$ cat config.mk
export PLATFORM = sky130hd
export DESIGN_NAME = ps2_key_event_ctrl_flat
export DESIGN_NICKNAME = d
export VERILOG_FILES = /design/src/rtl/ps2_key_event_ctrl_if.sv /design/src/rtl/ps2_key_event_ctrl.sv /design/src/flat_wrapper.sv
export SDC_FILE = /design/constraint.sdc
export NUM_CORES = 1
export LEC_CHECK = 0
export ABC_AREA = 1
export CORE_MARGIN = 4
export CORE_UTILIZATION = 57
export DETAILED_ROUTE_END_ITERATION = 16
export PLACE_DENSITY = 0.77
export SLEW_MARGIN = 20
export SYNTH_ARGS = -nofsm -noshare
export SYNTH_HDL_FRONTEND = slang
export SYNTH_SLANG_ARGS = --single-unit
$ cat constraint.sdc
create_clock -name clk -period 6.9 [get_ports clk]
set_clock_uncertainty 0.15 [all_clocks]
set_input_delay 1.035 -clock clk [delete_from_list [all_inputs] [get_ports clk]]
set_output_delay 1.035 -clock clk [all_outputs]
set_load 0.01 [all_outputs]
$ cat src/rtl/ps2_key_event_ctrl_if.sv
// Handshake bundle between the PS/2 byte receiver, the key-event sequencer
// and the event consumer. The master side drives bytes, pops and flag
// clears. The slave side (the sequencer) returns the decoded event stream
// and its status.
interface ps2_key_event_ctrl_if #(
  parameter int FIFO_DEPTH = 4
);
  localparam int CNT_W = $clog2(FIFO_DEPTH) + 1;

  logic [7:0]       scanCode;
  logic             scanCodeReady;
  logic [7:0]       evtCode;
  logic             evtExtended;
  logic             evtRelease;
  logic             evtValid;
  logic             evtReady;
  logic [CNT_W-1:0] fifoCount;
  logic             overflow;
  logic             kbError;
  logic             clearFlags;
  logic             parserBusy;

  modport master (
    output scanCode, scanCodeReady, evtReady, clearFlags,
    input  evtCode, evtExtended, evtRelease, evtValid, fifoCount,
           overflow, kbError, parserBusy
  );

  modport slave (
    input  scanCode, scanCodeReady, evtReady, clearFlags,
    output evtCode, evtExtended, evtRelease, evtValid, fifoCount,
           overflow, kbError, parserBusy
  );
endinterface

$ cat src/rtl/ps2_key_event_ctrl.sv
// PS/2 Set-2 key event sequencer. It parses the raw scan-code byte stream
// (E0 / F0 / E1 prefixes), filters housekeeping bytes and queues one
// {extended, release, code} event per keystroke in a first-word-fall-through
// FIFO. Sticky overflow and error flags are kept. A prefix timeout stops a
// corrupted stream from leaving the parser stuck.
module ps2_key_event_ctrl #(
  parameter int FIFO_DEPTH     = 4,
  parameter int TIMEOUT_CYCLES = 50000
) (
  input logic clk,
  input logic rst,
  ps2_key_event_ctrl_if.slave bus
);

  localparam int          PTR_W    = $clog2(FIFO_DEPTH);
  localparam int          CNT_W    = PTR_W + 1;
  localparam logic [15:0] TMO_LAST = 16'(TIMEOUT_CYCLES - 1);

  typedef enum logic [2:0] {
    IDLE, GOT_E0, GOT_F0, GOT_E0F0, PAUSE
  } state_t;

  state_t           state, nxt_state;
  logic [2:0]       pause_cnt, nxt_pause;
  logic [15:0]      tmo_cnt;
  logic             push, err_set;
  logic [9:0]       push_ev;     // {extended, release, code}
  logic             kb_error, overflow_r;

  logic [9:0]       mem [FIFO_DEPTH];
  logic [PTR_W-1:0] wr_ptr, rd_ptr;
  logic [CNT_W-1:0] count;
  logic             full, pop, wr_en, drop;
  logic [9:0]       head;

  // Prefix decoder: choose the next parser state, and whether this byte
  // (or an expired wait) produces an event or an error.
  always_comb begin
    nxt_state = state;
    nxt_pause = pause_cnt;
    push      = 1'b0;
    push_ev   = '0;
    err_set   = 1'b0;
    if (bus.scanCodeReady) begin
      case (state)
        IDLE: begin
          case (bus.scanCode)
            8'hE0: nxt_state = GOT_E0;
            8'hF0: nxt_state = GOT_F0;
            8'hE1: begin
              nxt_state = PAUSE;
              nxt_pause = 3'd7;
            end
            8'hAA, 8'hFA, 8'hEE, 8'hFE: ;
            8'h00, 8'hFF: err_set = 1'b1;
            default: begin
              push    = 1'b1;
              push_ev = {2'b00, bus.scanCode};
            end
          endcase
        end
        GOT_E0: begin
          case (bus.scanCode)
            8'hF0: nxt_state = GOT_E0F0;
            8'hE0: nxt_state = GOT_E0;
            8'hE1: begin
              err_set   = 1'b1;
              nxt_state = IDLE;
            end
            // Fake shift emitted around extended keys carries no key.
            8'h12: nxt_state = IDLE;
            default: begin
              push      = 1'b1;
              push_ev   = {2'b10, bus.scanCode};
              nxt_state = IDLE;
            end
          endcase
        end
        GOT_F0: begin
          case (bus.scanCode)
            8'hE0, 8'hE1, 8'hF0: begin
              err_set   = 1'b1;
              nxt_state = IDLE;
            end
            default: begin
              push      = 1'b1;
              push_ev   = {2'b01, bus.scanCode};
              nxt_state = IDLE;
            end
          endcase
        end
        GOT_E0F0: begin
          case (bus.scanCode)
            8'hE0, 8'hE1, 8'hF0: begin
              err_set   = 1'b1;
              nxt_state = IDLE;
            end
            8'h12: nxt_state = IDLE;
            default: begin
              push      = 1'b1;
              push_ev   = {2'b11, bus.scanCode};
              nxt_state = IDLE;
            end
          endcase
        end
        PAUSE: begin
          // The content of the pause sequence is fixed; only its length matters.
          nxt_pause = pause_cnt - 3'd1;
          if (pause_cnt == 3'd1) begin
            push      = 1'b1;
            push_ev   = {2'b10, 8'hE1};
            nxt_state = IDLE;
          end
        end
        default: nxt_state = IDLE;
      endcase
    end else if (state != IDLE && tmo_cnt == TMO_LAST) begin
      nxt_state = IDLE;
      err_set   = 1'b1;
    end
  end

  // Parser state, pause length, prefix timeout and the sticky error flag.
  always_ff @(posedge clk or negedge rst) begin
    if (!rst) begin
      state     <= IDLE;
      pause_cnt <= '0;
      tmo_cnt   <= '0;
      kb_error  <= 1'b0;
    end else begin
      state     <= nxt_state;
      pause_cnt <= nxt_pause;
      if (bus.scanCodeReady || state == IDLE)
        tmo_cnt <= '0;
      else
        tmo_cnt <= tmo_cnt + 16'd1;
      kb_error  <= err_set | (kb_error & ~bus.clearFlags);
    end
  end

  assign full  = (count == CNT_W'(FIFO_DEPTH));
  assign pop   = (count != '0) & bus.evtReady;
  assign wr_en = push & (~full | pop);
  assign drop  = push & full & ~pop;

  // FIFO pointers, occupancy and the sticky overflow flag.
  always_ff @(posedge clk or negedge rst) begin
    if (!rst) begin
      wr_ptr     <= '0;
      rd_ptr     <= '0;
      count      <= '0;
      overflow_r <= 1'b0;
    end else begin
      if (wr_en) wr_ptr <= wr_ptr + PTR_W'(1);
      if (pop)   rd_ptr <= rd_ptr + PTR_W'(1);
      case ({wr_en, pop})
        2'b10:   count <= count + CNT_W'(1);
        2'b01:   count <= count - CNT_W'(1);
        default: count <= count;
      endcase
      overflow_r <= drop | (overflow_r & ~bus.clearFlags);
    end
  end

  // Event storage. A full FIFO that pushes and pops together overwrites the
  // slot being popped, which is safe because the read is taken before the edge.
  always_ff @(posedge clk) begin
    if (wr_en) mem[wr_ptr] <= push_ev;
  end

  assign head            = (count != '0) ? mem[rd_ptr] : 10'd0;
  assign bus.evtCode     = head[7:0];
  assign bus.evtRelease  = head[8];
  assign bus.evtExtended = head[9];
  assign bus.evtValid    = (count != '0);
  assign bus.fifoCount   = count;
  assign bus.overflow    = overflow_r;
  assign bus.kbError     = kb_error;
  assign bus.parserBusy  = (state != IDLE);

endmodule

$ cat src/flat_wrapper.sv
// flat-port wrapper written by rule: the top's interface ports become plain ports
module ps2_key_event_ctrl_flat 
#(
  parameter int FIFO_DEPTH     = 4,
  parameter int TIMEOUT_CYCLES = 50000
)
  (clk, rst, bus_scanCode, bus_scanCodeReady, bus_evtReady, bus_clearFlags, bus_evtCode, bus_evtExtended, bus_evtRelease, bus_evtValid, bus_fifoCount, bus_overflow, bus_kbError, bus_parserBusy);
  ps2_key_event_ctrl_if #(.FIFO_DEPTH(FIFO_DEPTH)) bus_i ();
  input logic clk;
  input logic rst;
  input wire logic [$bits(bus_i.scanCode)-1:0] bus_scanCode;
  input wire logic [$bits(bus_i.scanCodeReady)-1:0] bus_scanCodeReady;
  input wire logic [$bits(bus_i.evtReady)-1:0] bus_evtReady;
  input wire logic [$bits(bus_i.clearFlags)-1:0] bus_clearFlags;
  output wire logic [$bits(bus_i.evtCode)-1:0] bus_evtCode;
  output wire logic [$bits(bus_i.evtExtended)-1:0] bus_evtExtended;
  output wire logic [$bits(bus_i.evtRelease)-1:0] bus_evtRelease;
  output wire logic [$bits(bus_i.evtValid)-1:0] bus_evtValid;
  output wire logic [$bits(bus_i.fifoCount)-1:0] bus_fifoCount;
  output wire logic [$bits(bus_i.overflow)-1:0] bus_overflow;
  output wire logic [$bits(bus_i.kbError)-1:0] bus_kbError;
  output wire logic [$bits(bus_i.parserBusy)-1:0] bus_parserBusy;
  assign bus_i.scanCode = bus_scanCode;
  assign bus_i.scanCodeReady = bus_scanCodeReady;
  assign bus_i.evtReady = bus_evtReady;
  assign bus_i.clearFlags = bus_clearFlags;
  assign bus_evtCode = bus_i.evtCode;
  assign bus_evtExtended = bus_i.evtExtended;
  assign bus_evtRelease = bus_i.evtRelease;
  assign bus_evtValid = bus_i.evtValid;
  assign bus_fifoCount = bus_i.fifoCount;
  assign bus_overflow = bus_i.overflow;
  assign bus_kbError = bus_i.kbError;
  assign bus_parserBusy = bus_i.parserBusy;
  ps2_key_event_ctrl #(.FIFO_DEPTH(FIFO_DEPTH), .TIMEOUT_CYCLES(TIMEOUT_CYCLES)) u_core (.clk(clk), .rst(rst), .bus(bus_i));
endmodule
== After elaboration in Yosys (flattened, before gate mapping) ==
Memory sizes are Yosys's and may differ from the RTL's.
Index checks and enable logic that the tools add are counted.

* Bits of input ports: 13
* Bits in writable memories: 40
* Memories: 1
* Bits in registers: 31
* Word-level logic and storage cells: 97
* Output and inout port bits: 17

* Multiplexer cells: 32
* Reductions and logical operators: 17
* Add/subtract/negate cells: 6
* Bitwise logic cells: 12
* Equality and inequality tests: 21

{| class="wikitable"
|+ Memory list
! memory !! depth !! width !! rd ports !! clocked after memory_dff !! wr ports !! line !! RTL
|-
| u_core.mem || 4 || 10 || 1 || 0 || 1 || ps2_key_event_ctrl.sv:30 || <nowiki>logic [9:0] mem [FIFO_DEPTH];</nowiki>
|}

{| class="wikitable"
|+ Operators with widths
! operator !! count
|-
| equality test 8 bit (second input constant) || 8
|-
| 2-to-1 mux 10 bit || 5
|-
| case mux 10 bit (5 select lines) || 1
|-
| case mux 3 bit (3 select lines) || 2
|-
| adder 16 x 1 -> 16 bit (second input constant) || 1
|-
| equality test 16 bit (second input constant) || 1
|-
| 2-to-1 mux 16 bit || 1
|-
| 2-to-1 mux 1 bit || 12
|-
| 2-to-1 mux 3 bit || 4
|-
| case mux 3 bit (2 select lines) || 2
|-
| 2-to-1 mux 9 bit || 1
|-
| OR reduction 9 bit || 1
|-
| equality test 8 x 5 -> 1 bit (second input constant) || 1
|-
| zero test 8 bit || 1
|-
| 2-to-1 mux 8 bit || 1
|-
| bitwise AND 1 bit || 6
|-
| equality test 3 x 1 -> 1 bit (second input constant) || 2
|-
| equality test 3 x 2 -> 1 bit (second input constant) || 2
|-
| equality test 3 bit (second input constant) || 2
|-
| AND reduction 3 bit || 2
|-
| nonzero test 2 bit || 3
|-
| nonzero test 3 bit || 2
|-
| OR reduction 2 bit || 3
|-
| subtractor 3 x 1 -> 3 bit (second input constant) || 2
|-
| other kinds (17) || 22
|}

== Longest topological paths before layout ==
* Depth after elaboration: 8
* Depth in mapped cells: 17
* Depth with buffers taken out: 17

== Worst setup path before layout ==
Ideal clock, no wire load.

* Kind: input -> register
* From: in bus_scanCode[1]
* To: reg u_core.count[2], in the netlist u_core.bus.fifoCount[2]
* Stages on the path: 15
* Data required time: 6.619 ns
* Path slack: 3.843 ns
* Path buffers: 0
* Arrival time: 2.776 ns
* Setup time: 0.131 ns
* Cells stage by stage: nor2_2 > nand2_1 > o21ai_2 > nor2_2 > nand2_2 > nand2_2 > nand2_4 > nand2_4 > nand2_8 > ha_1 > inv_1 > fa_1 > a21oi_1 > o21ai_0 > xor2_1

* Longest elaborated chain between the ends: 8
* Elaborated cells on any way between the ends: 23
* Those cells by class: eq/ne (11); mux (6); bitwise (1); reduce/logical (5)

{| class="wikitable"
|+ RTL lines
! element !! line !! RTL
|-
| start, declared || flat_wrapper.sv:11 || <nowiki>input wire logic [$bits(bus_i.scanCode)-1:0] bus_scanCode;</nowiki>
|-
| equality test 8 bit (tied with other cells) || ps2_key_event_ctrl.sv:47 || <nowiki>case (bus.scanCode)</nowiki>
|-
| OR reduction 9 bit (no line) (tied with other cells) || -- ||
|-
| 2-to-1 mux 1 bit (on tied branches) || -- ||
|-
| case mux 1 bit (4 select lines) * || ps2_key_event_ctrl.sv:45 || <nowiki>case (state)</nowiki>
|-
| 2-to-1 mux 1 bit * || ps2_key_event_ctrl.sv:44 || <nowiki>if (bus.scanCodeReady) begin</nowiki>
|-
| bitwise AND 1 bit * || ps2_key_event_ctrl.sv:143 || <nowiki>assign wr_en = push & (~full | pop);</nowiki>
|-
| equality test 2 x 1 -> 1 bit / equality test 2 bit (equally long branches) || ps2_key_event_ctrl.sv:156 || <nowiki>case ({wr_en, pop})</nowiki>
|-
| case mux 3 bit (2 select lines) / nonzero test 2 bit (equally long branches) || -- ||
|-
| end signal, assigned || ps2_key_event_ctrl.sv:157 || <nowiki>2'b10: count <= count + CNT_W'(1);</nowiki>
|-
| end signal, assigned || ps2_key_event_ctrl.sv:158 || <nowiki>2'b01: count <= count - CNT_W'(1);</nowiki>
|-
| end signal, assigned || ps2_key_event_ctrl.sv:159 || <nowiki>default: count <= count;</nowiki>
|-
| end, declared || ps2_key_event_ctrl.sv:32 || <nowiki>logic [CNT_W-1:0] count;</nowiki>
|}

Every way passes the cells marked *; elsewhere a longest branch is shown, timed or not.
A chain may end at the register's enable or synchronous reset.

== Worst setup path after layout ==
* From: reg u_core.rd_ptr[0]
* To: out bus_evtRelease

* Longest elaborated chain between the ends: 2

{| class="wikitable"
|+ RTL lines
! element !! line !! RTL
|-
| start, declared || ps2_key_event_ctrl.sv:31 || <nowiki>logic [PTR_W-1:0] wr_ptr, rd_ptr;</nowiki>
|-
| start signal, assigned || ps2_key_event_ctrl.sv:155 || <nowiki>if (pop) rd_ptr <= rd_ptr + PTR_W'(1);</nowiki>
|-
| memory (4 x 10 bit) || -- ||
|-
| 2-to-1 mux 10 bit || ps2_key_event_ctrl.sv:171 || <nowiki>assign head = (count != '0) ? mem[rd_ptr] : 10'd0;</nowiki>
|-
| end, declared || flat_wrapper.sv:17 || <nowiki>output wire logic [$bits(bus_i.evtRelease)-1:0] bus_evtRelease;</nowiki>
|}

No other way between the ends.

==> out/qor.yml <==
hold_path_class: "reg -> reg"
grt_pass1_vias: 2639
tns_ps: 0
initial_utilization_pct: 58.60
overflow: 0
hold-worst-slack_ps: 312.7
clk_latency_ps: 340
internal_power_mw: 1.003
async_reset_ff_share_pct: 43.66
yosysMostFrequentCell: "nor2_1"
drt_iter0_markers: 120
io_pins: 30
gp_congestion: 0.8847
synthTopCellsByArea: "edfxtp_1 32%, dfrtp_1 21%, nor2_1 7.7%"
p_leak_nw: 1.810
slew_headroom_pct: 48.27
cts_setup_buffers: 0
ys_top_cells_by_count: "76 x nor2_1, 53 x nand2_1, 51 x inv_1"
ctsHoldBuffers: 0
startpoint_type: "flip-flop"
fin_crit_sh_pct: 54.23
first_pass_iters: 4
num_vias: 2746
yosysWarnings: 0
syn_inst: 412
netSwitchingFraction_pct: 33.54
min_period_ps: 3742
clk_pin_slew_ps: 80
synth_top_area_share_pct: 32.47
synth_edf_count: 40
worstMarginPinSlew_ps: 775.9
yosys.area.top_type: "edfxtp_1"
drv_cap: 0
avgSynthCellArea_um2: 8.980
seq_area_frac_synth_pct: 53.43
die_h_um: 88.57
synthesis.area_um2: 3700
grt_pass1_wl_um: 11900
cp_max_fo: 23
diodes: 0
cts_resized: 0
finish.net_count: 467
cts.sinks: 71
crit_arrival_ps: 2560
finalSetupViolCount: 0
cts_root_buf: "clkbuf_8"
reg2reg_from: "u_core.state[0]"
cts.htree.levels: 3
drive_gt1_share_pct: 13.56
detail-route-antenna-nets: 0
critical_path_class: "reg -> out"
startpoint: "u_core.rd_ptr[0]"
p_switching_mw: 0.5061
grt_usage_pct: 20.21
ys_ff_latch: 71
vias_per_cell: 5.211
core-area_um2: 6314
synth.distinct_cells: 37
status: "finished clean"
fmax_mhz: 267.3
power_frac_seq_pct: 39.6
p_comb_share_pct: 33.9
irDropWorstVdd_v: 0.0002248
crit_required_ps: 5710
io_buffers: 29
synthFlopType: "edfxtp_1"
antenna_found_initial: 0
wire_per_inst_um: 13.30
grt_max_degree: 32
endpoint_kind: "output port"
syn_to_final_growth_pct: 16.40
hold_violations: 0
numCtsBuffers: 9
maxSlewViolCount: 0
hold_path.startpoint: "u_core.tmo_cnt[0]"
die_x_um: 88.57
final.fill_count: 499
drcViolationCount: 0
power.share.clock_pct: 26.5
rsz0062_at_grt: "false"
die_area_um2: 7844
wirelength_um: 7009
pwr_density_cell_nw_per_um2: 350.4
synth_nets: 434
hpwl_um: 5062
row_count: 29
clock_path_buffers: 2
cts_tree: "done"
critical path, cell delays in order (launching register included):
cell and delay (ps):
dfrtp_1 850, inv_1 470, o21ai_0 290, a21oi_1 110, clkdlybuf4s50_1 500
power by group through the flow:
stage	Clock, mW	Combinational [mW]	Sequential, mW
CTS	0.407	0.519	0.598
global route	0.426	0.575	0.608
detailed placement	0	0.516	0.607
finish	0.400	0.512	0.597
global placement	0	0.503	0.603
floorplan	0	0.331	0.577
cell usage in the layout (no fill, tap or decap), types with 12 or more instances in the layout:
cell type / instances
dfrtp_1: 31
nand2_1: 53
nand3_1: 17
clkdlybuf4s50_1: 29
nor2_2: 15
inv_1: 51
a21oi_1: 16
nor2_1: 76
nor3_1: 12
edfxtp_1: 40
o21ai_0: 31
worst paths after layout:
check                                          end  slack, ps  cells after the start
setup / recovery                    bus_evtRelease       3160                      4
hold / removal                   u_core.tmo_cnt[0]        310                      1
setup reg to reg           u_core.bus.fifoCount[1]       4370                     12
hold reg to reg                  u_core.tmo_cnt[0]        310                      1
max in group asynchronous        u_core.tmo_cnt[2]       5380                      2
min in group asynchronous       u_core.tmo_cnt[11]        920                      2
through the flow:
step                      area (um^2)  utilization [%]  total power, mW  cells  worst slack (ps)
final                            4307            68.21            1.509    527              3158
after global routing             4307            68.21            1.609    527              2957
after CTS                        4307            68.21            1.523    527              3157
after detailed placement         4063            64.35            1.123    511              3127
after global placement           4063            64.35            1.106    511              3195
after floorplan                  3700                -           0.9075    412              3843
cell type report:
cell class / count / area [um^2] / share of cell area, %
clock buffers: 9 / 123.9 / 2.876
inverters: 57 / 215.2 / 4.997
flip-flops and latches: 71 / 1977 / 45.90
repair buffers: 30 / 297.8 / 6.915
well taps: 77 / 96.34 / 2.237
clock inverters: 7 / 120.1 / 2.789
multi-input cells: 276 / 1476 / 34.28
logic make-up after synthesis:
logic type	synth area share [%]
AND/OR/NAND/NOR	25.90
flip-flops	53.43
buffers and inverters	6.662
AO/OA/AOI/OAI	9.098
adder cells (fa/ha/maj)	3.247
XOR/XNOR	1.657
registers in the layout, summed over array words and instances (netlist names):
| register | flops |
|---|---|
| u_core.bus.fifoCount | 3 |
| u_core.bus.kbError | 1 |
| u_core.bus.overflow | 1 |
| u_core.mem | 40 |
| u_core.pause_cnt | 3 |
| u_core.rd_ptr | 2 |
| u_core.state | 3 |
| u_core.tmo_cnt | 16 |
| u_core.wr_ptr | 2 |
per-layer routing:
layer | vias up | track usage (%) | part of all wire [%]
li1 | 1413 | - | -
met1 | 1279 | 24.89 | 45
met2 | 43 | 35.21 | 50
met3 | 11 | 4.097 | 3.3
met4 | 0 | 7.418 | 1.5
met5 | - | 0 | 0
Note: power is estimated with default switching activity, not from simulation.
==> edit: new RTL, same flow settings <==
`FIFO_DEPTH` is set to 4 in 3 places; all go to 8.
--- a/src/rtl/ps2_key_event_ctrl_if.sv
+++ b/src/rtl/ps2_key_event_ctrl_if.sv
@@ -4,5 +4,5 @@
 // and its status.
 interface ps2_key_event_ctrl_if #(
-  parameter int FIFO_DEPTH = 4
+  parameter int FIFO_DEPTH = 8
 );
   localparam int CNT_W = $clog2(FIFO_DEPTH) + 1;
--- a/src/rtl/ps2_key_event_ctrl.sv
+++ b/src/rtl/ps2_key_event_ctrl.sv
@@ -5,5 +5,5 @@
 // corrupted stream from leaving the parser stuck.
 module ps2_key_event_ctrl #(
-  parameter int FIFO_DEPTH     = 4,
+  parameter int FIFO_DEPTH     = 8,
   parameter int TIMEOUT_CYCLES = 50000
 ) (
--- a/src/flat_wrapper.sv
+++ b/src/flat_wrapper.sv
@@ -2,5 +2,5 @@
 module ps2_key_event_ctrl_flat 
 #(
-  parameter int FIFO_DEPTH     = 4,
+  parameter int FIFO_DEPTH     = 8,
   parameter int TIMEOUT_CYCLES = 50000
 )
Interface: changed (resized bus_fifoCount); port bits go from 30 to 31. No check against the original RTL was run, so the function may have changed too.
==> edit against the original RTL <==
  * Critical path depth up 2
  * Sequential cell count up 43
  * Setup slack worse by 0.68 ns
  * Cell area up 47%
  * Die area up 41%
  * Via count up 48%
  * Combinational power up 56%
  * Routed wire length up 72%
  * Area after synthesis up 45%
  * Total power up 69%
==> edit: results <==
export IMPL_htree_levels=4
export IMPL_grtUsageTotal_pct=22.5
export IMPL_yosys_top_cells_count="114 x sky130_fd_sc_hd__nor2_1, 80 x sky130_fd_sc_hd__edfxtp_1, 70 x sky130_fd_sc_hd__o21ai_0"
export IMPL_fp_dieArea_um2=11000
export IMPL_run_status="finished clean"
export IMPL_clk_latency_ns=0.50
export IMPL_total_power_uw=2550
export IMPL_avgSynthCellArea_um2=9.73
export IMPL_multiInputCombCellCount=361
export IMPL_vias_in_the_first_global_route=3914
export IMPL_power_static_leakage_uw=0.00252
export IMPL_edff_count_synth=80
export IMPL_p_clk_uw=827
export IMPL_synth_xor_area_share_pct=1.80
export IMPL_post_synth_net_total=572
export IMPL_filler_cell_count=666
export IMPL_portBuffers=30
export IMPL_gpl_congestion=0.934
export IMPL_flops_and_latches=114
export IMPL_cp_max_fo=22
export IMPL_proportion_of_synthesized_flip_flops_having_asynchronous_set_or_reset_pct=29.8
export IMPL_pre_repair_dr_iteration_count=5
export IMPL_grt_pass1_wl_mm=19.4
export IMPL_largest_net_degree_at_the_start_of_global_routing=44
export IMPL_seq_area_frac_synth_pct=60.7
export IMPL_nets=603
export IMPL_reg2reg_slack_ns=3.81
export IMPL_dp_hpwl_mm=7.54
export IMPL_critPathArrivalTime_ns=3.24
export IMPL_totalWireLength_mm=12.1
export IMPL_via_count_of_the_routed_design=4075
export IMPL_first_iter_violations=480
export IMPL_yosys_cell_types_count=27
export IMPL_final_layout_size_suffix_gt1_share_pct=7.56
export IMPL_synth_compound_area_share_pct=11.9
export IMPL_pre_cts_ws_ns=2.86
export IMPL_finalWorstPathRequiredPeriod_ns=4.42
export IMPL_area_share_of_fa_ha_maj_cells_after_synthesis_pct=1.87
export IMPL_met2_routing_resource_usage_after_global_routing_pct=37.9
export IMPL_layout_non_clock_buffers=32
export IMPL_clk_cell_area_share_pct=9.10
export IMPL_numPlacedInstances=674
export IMPL_met3WireLength_um=679
export IMPL_globalRouteMet1Util_pct=29.4
export IMPL_cts_made_buffers=17
export IMPL_hold_worst_slack_ns=0.343
-- edit: changes by cell type in the layout (fill, tap and decap cells not counted), sizes merged, moves of 5 or more --
cell    change
nand3       +5
nor3        -8
o21ai      +37
o22ai      +10
edfxtp     +40
a31oi      +11
clkbuf      +8
nand4       +5
nor2       +22
-- edit: path summary, 6_finish.rpt --
| check | cells past startpoint | start | endpoint |
|---|---|---|---|
| setup / recovery | 6 | u_core.rd_ptr[1]$_DFFE_PN0P_ | bus_evtCode[6] |
| hold / removal | 1 | u_core.tmo_cnt[0]$_DFF_PN0_ | u_core.tmo_cnt[0]$_DFF_PN0_ |
| setup reg to reg | 9 | u_core.state[0]$_DFFE_PN0P_ | u_core.mem[6][6]$_DFFE_PP_ |
| hold reg to reg | 1 | u_core.tmo_cnt[0]$_DFF_PN0_ | u_core.tmo_cnt[0]$_DFF_PN0_ |
| max in group asynchronous | 2 | rst | u_core.rd_ptr[1]$_DFFE_PN0P_ |
| min in group asynchronous | 2 | rst | u_core.tmo_cnt[8]$_DFF_PN0_ |
